[src/rtl/prince_sbox_compress_d2.sv]
// PRINCE S-box compression stage, 3-share masked: ANF compression of per-share
// monomial vectors, fresh-randomness refresh, and a two-register output pipeline.
module prince_sbox_compress_d2 #(
  parameter logic [55:0] COEF = 56'h00_2000_4000_8001
) (
  input  logic        clk,
  input  logic        rst,
  input  logic        in_valid,
  output logic        in_ready,
  input  logic [13:0] mono_s0,
  input  logic [13:0] mono_s1,
  input  logic [13:0] mono_s2,
  input  logic [7:0]  rnd,
  input  logic        rnd_valid,
  output logic        rnd_ack,
  output logic        out_valid,
  input  logic        out_ready,
  output logic [3:0]  out_s0,
  output logic [3:0]  out_s1,
  output logic [3:0]  out_s2,
  output logic [15:0] out_cnt
);

  function automatic logic [3:0] compress(input logic [13:0] m);
    logic [3:0] y;
    y = '0;
    for (int unsigned j = 0; j < 4; j++) begin
      y[j] = ^(COEF[14*j +: 14] & m);
    end
    return y;
  endfunction

  logic       a_valid, b_valid;
  logic [3:0] a_s0, a_s1, a_s2;
  logic [3:0] b_s0, b_s1, b_s2;
  logic [3:0] z0, z1, z2;
  logic [3:0] r0, r1;
  logic       a_free, b_free, accept;

  assign r0 = rnd[3:0];
  assign r1 = rnd[7:4];

  // Each share is refreshed on its own; the combined XOR is never formed.
  always_comb begin
    z0 = compress(mono_s0) ^ r0;
    z1 = compress(mono_s1) ^ r1;
    z2 = compress(mono_s2) ^ r0 ^ r1;
  end

  assign b_free   = !b_valid | out_ready;
  assign a_free   = !a_valid | b_free;
  // rst gating keeps the handshake quiet while reset is held.
  assign in_ready = a_free & rnd_valid & !rst;
  assign accept   = in_valid & in_ready;
  assign rnd_ack  = accept;

  assign out_valid = b_valid;
  assign out_s0    = b_s0;
  assign out_s1    = b_s1;
  assign out_s2    = b_s2;

  always_ff @(posedge clk or posedge rst) begin
    if (rst) begin
      a_valid <= 1'b0;
      a_s0    <= '0;
      a_s1    <= '0;
      a_s2    <= '0;
    end else if (accept) begin
      a_valid <= 1'b1;
      a_s0    <= z0;
      a_s1    <= z1;
      a_s2    <= z2;
    end else if (a_free) begin
      a_valid <= 1'b0;
    end
  end

  always_ff @(posedge clk or posedge rst) begin
    if (rst) begin
      b_valid <= 1'b0;
      b_s0    <= '0;
      b_s1    <= '0;
      b_s2    <= '0;
    end else if (a_valid && b_free) begin
      b_valid <= 1'b1;
      b_s0    <= a_s0;
      b_s1    <= a_s1;
      b_s2    <= a_s2;
    end else if (b_free) begin
      b_valid <= 1'b0;
    end
  end

  always_ff @(posedge clk or posedge rst) begin
    if (rst) begin
      out_cnt <= '0;
    end else if (b_valid && out_ready) begin
      out_cnt <= out_cnt + 16'd1;
    end
  end

endmodule

[config.mk]
export PLATFORM = sky130hd
export DESIGN_NAME = prince_sbox_compress_d2
export DESIGN_NICKNAME = d
export VERILOG_FILES = /design/src/rtl/prince_sbox_compress_d2.sv
export SDC_FILE = /design/constraint.sdc
export NUM_CORES = 1
export LEC_CHECK = 0
export ABC_AREA = 1
export CORE_AREA = 3 3 71 73
export CTS_CLUSTER_SIZE = 40
export DETAILED_ROUTE_END_ITERATION = 8
export DIE_AREA = 0 0 74 76
export HOLD_SLACK_MARGIN = 0.15
export MAX_ROUTING_LAYER = met4
export PLACE_DENSITY = 0.82
export SKIP_CTS_REPAIR_TIMING = 1
export SLEW_MARGIN = 15
export SYNTH_ARGS = -nofsm -noshare
export SYNTH_HDL_FRONTEND = slang
export SYNTH_SLANG_ARGS = --single-unit
[constraint.sdc]
create_clock -name clk -period 3.2 [get_ports clk]
set_clock_uncertainty 0.15 [all_clocks]
set_input_delay 0.64 -clock clk [delete_from_list [all_inputs] [get_ports clk]]
set_output_delay 0.64 -clock clk [all_outputs]
set_load 0.02 [all_outputs]
==> flow_summary_export.csv <==
group,metric,value,unit
clocking,htree_levels,2,
logic_synthesis,synth_area,1990,µm²
critical_path,end_kind,"primary output",
logic_synthesis,syn_inst,199,
global_routing,grt_usage,14.9,%
global_routing,grt_pass1_vias,1487,
logic_synthesis,ys_ff_latch,42,
timing,worstMarginPinSlew,0.528,ns
final_layout,area_growth,35.8,%
die,initial_utilization,45.1,%
logic_synthesis,ys_types,21,
final_layout,finalCoreUtilization,61.3,%
route,drt-initial-drc-count,92,
logic_synthesis,synth_fa_ha_area_share,0.629,%
critical_path,r2r_end,"out_cnt[10]$_DFFE_PP0P_",
route,route.vias.total,1493,
critical_path,critPathRequiredTime,2.41,ns
timing,relSlewSlack,64.8,%
critical_path,worstPathMaxFanout,2,
timing,setup_viol,0,
global_routing,antenna_found_initial,0,
critical_path,r2r_start,"out_cnt[0]$_DFFE_PP0P_",
route,avgRoutedWirePerCell,11.7,µm
logic_synthesis,synth_top_family_by_area,"simple AND/OR/NAND/NOR gates",
final_layout,final_common_cell,"clkdlybuf4s50_1",
timing,rsz0062_at_grt,"false",
pwr,power.leakage,1.32,nW
pwr,switchingPower,480,µW
clocking,cts_buffers,5,
pwr,p_seq_share,44.3,%
placement,dp_hpwl,2810,µm
clocking,cts_tree,"done",
clocking,cts.path.max_buffers,2,
logic_synthesis,yosys.area_share.simple,18.8,%
timing,hold_violations,0,
route,dr.pass1.iters,4,
logic_synthesis,synthMuxAreaShare,7.54,%
die,top_level_ports,86,
route,via_per_inst,4.75,
route,finalWirelength,3670,µm
global_routing,grt_first_pass_wirelength,6400,µm
critical_path,endpoint,"rnd_ack",
clocking,clk_latency,0.29,ns
worst_hold_path,min_path_type,"reg -> reg",
logic_synthesis,synth_seq_area_share,52.8,%
placement,routabilityCongestion,0.831,
critical_path,arrival,2.19,ns
critical_path,start_kind,"input port",
logic_synthesis,syn_area_per_cell,10.0,µm²
logic_synthesis,synth.area.top_cells,"dfrtp_1 (53%), nand2_1 (9.8%), xnor2_1 (8.8%)",
pwr,clkPwrFrac,25.4,%
timing,max_freq,335,MHz
critical_path,cp-startpoint,"out_ready",
logic_synthesis,syn_nets,255,
critical_path,crit_type,"in -> out",
timing,tns,0,ns
timing,maxSlewViolCount,0,
die,die_x,74,µm
die,die_y,76,µm
pwr,peakVddDrop,0.335,mV
logic_synthesis,netlist.area_leader.share,52.8,%
final_layout,final_cell_mix,"clkdlybuf4s50_1 (55), nand2_1 (52), dfrtp_1 (42)",
clocking,clock-sinks,42,
timing,setup_slack,0.218,ns
pwr,p_comb_share,30.3,%
die,die_area,5620,µm²
global_routing,grt_max_degree,43,
pwr,p_int,1.14,mW
die,fp.coreArea,4410,µm²
final_layout,n_antenna_cell,0,
clocking,clk_pin_slew,0.08,ns
placement,preCtsSetupSlack,0.203,ns
final_layout,drive_gt1_share,13.7,%
final_layout,final_net_count,317,
timing,min_period,2.98,ns
flow_run,drv_cap,0,
logic_synthesis,ys_warn_count,0,
logic_synthesis,synth.largest_area_cell,"dfrtp_1",
critical_path,r2r_slack,1.70,ns
critical_path,rr_worst_depth,8,
global_routing,gr-total-overflow,0,
logic_synthesis,post_synth_xor_area_fraction,11.9,%
timing,finalCritPeriodShare,93.2,%
placement,port_buffers,55,
logic_synthesis,synth_compound_gate_area_share,2.51,%
die,rows,24,
pwr,switching_share,29.7,%
outcome,outcome,"finished, final reports clean",
route,drc,0,
worst_hold_path,min_from,"a_s2[1]$_DFFE_PP0P_",
pwr,powerDensity,598,nW/µm²
clocking,cts-root-buf,"clkbuf_8",
route,antenna_left,0,
[cells by family (layout without fill, tap and decap cells)]
kind of cell    Yosys count  in the layout
compound gates           10             10
flops                    42             42
mux                      11             11
simple gates             83             83
fa+ha+maj                 1              1
buf+inv                  25             88
xor+xnor                 27             27
[power groups by stage]
stage               Clock, mW  Sequential, mW  Combinational [mW]
detailed placement          0           0.727               0.496
CTS                     0.421           0.718               0.498
finish                  0.410           0.717               0.490
floorplan                   0           0.810               0.170
global placement            0           0.719               0.485
global route            0.440           0.732               0.531
[synthesized netlist by cell type]
cell type  number
and2_4          1
buf_6           3
clkinv_1        1
dfrtp_1        42
ha_1            1
inv_1          18
inv_2           3
mux2_2          4
mux2_4          7
nand2_1        52
nand2_2         4
nand2_4         2
nand3_1         9
nor2_1         10
nor2_2          2
nor2_4          2
nor3_1          1
o21ai_0         1
o21ai_1         9
xnor2_1        20
xor2_1          7
[sequential cells by signal, indices dropped and copies added, names as in the netlist]
name and count:
a_s1 4, out_cnt 16, out_s2 4, a_valid 1
out_s0 4, a_s2 4, out_s1 4, a_s0 4
out_valid 1
[metrics by stage]
stage | instances | instance area, µm² | hold WS [ns] | power (mW)
floorplan | 199 | 1990 | 0.295 | 0.980
global placement | 306 | 2590 | 0.311 | 1.20
detailed placement | 306 | 2590 | 0.317 | 1.22
CTS | 314 | 2700 | 0.338 | 1.64
global route | 314 | 2700 | 0.359 | 1.70
finish | 314 | 2700 | 0.333 | 1.62
[routing by layer]
layer | up-vias | global-route usage [%] | part of all wire, %
met5 | - | - | 0
met4 | 0 | 4.53 | 1.6
met3 | 8 | 6.33 | 8.2
met2 | 51 | 22.4 | 46
met1 | 694 | 18.2 | 44
li1 | 740 | - | -
[worst max-delay path: stages]
cell and delay [ns]:
clkdlybuf4s50_1 0.54, inv_2 0.06, nand3_1 0.10, nand2_1 0.08, inv_2 0.06, nand2_2 0.04, inv_1 0.06, clkdlybuf4s50_1 0.61
[worst min-delay path by stage]
stage / cells after the start / slack (ns) / to
detailed placement: 2 / 0.32 / a_s2[0]$_DFFE_PP0P_
global placement: 2 / 0.31 / a_s2[3]$_DFFE_PP0P_
floorplan: 2 / 0.30 / a_s2[3]$_DFFE_PP0P_
CTS: 2 / 0.34 / a_s2[1]$_DFFE_PP0P_
global route: 2 / 0.36 / a_s2[0]$_DFFE_PP0P_
finish: 2 / 0.33 / a_s2[1]$_DFFE_PP0P_
[cell type report]
class,count,area [µm²]
clock inverter,3,40.0
inverter,22,82.6
fill,368,1710
sequential,42,1050
tap,52,65.1
clock buffer,5,68.8
timing repair buffer,58,573
multi-input combinational,132,823
Note: power is estimated with default switching activity, not from simulation.
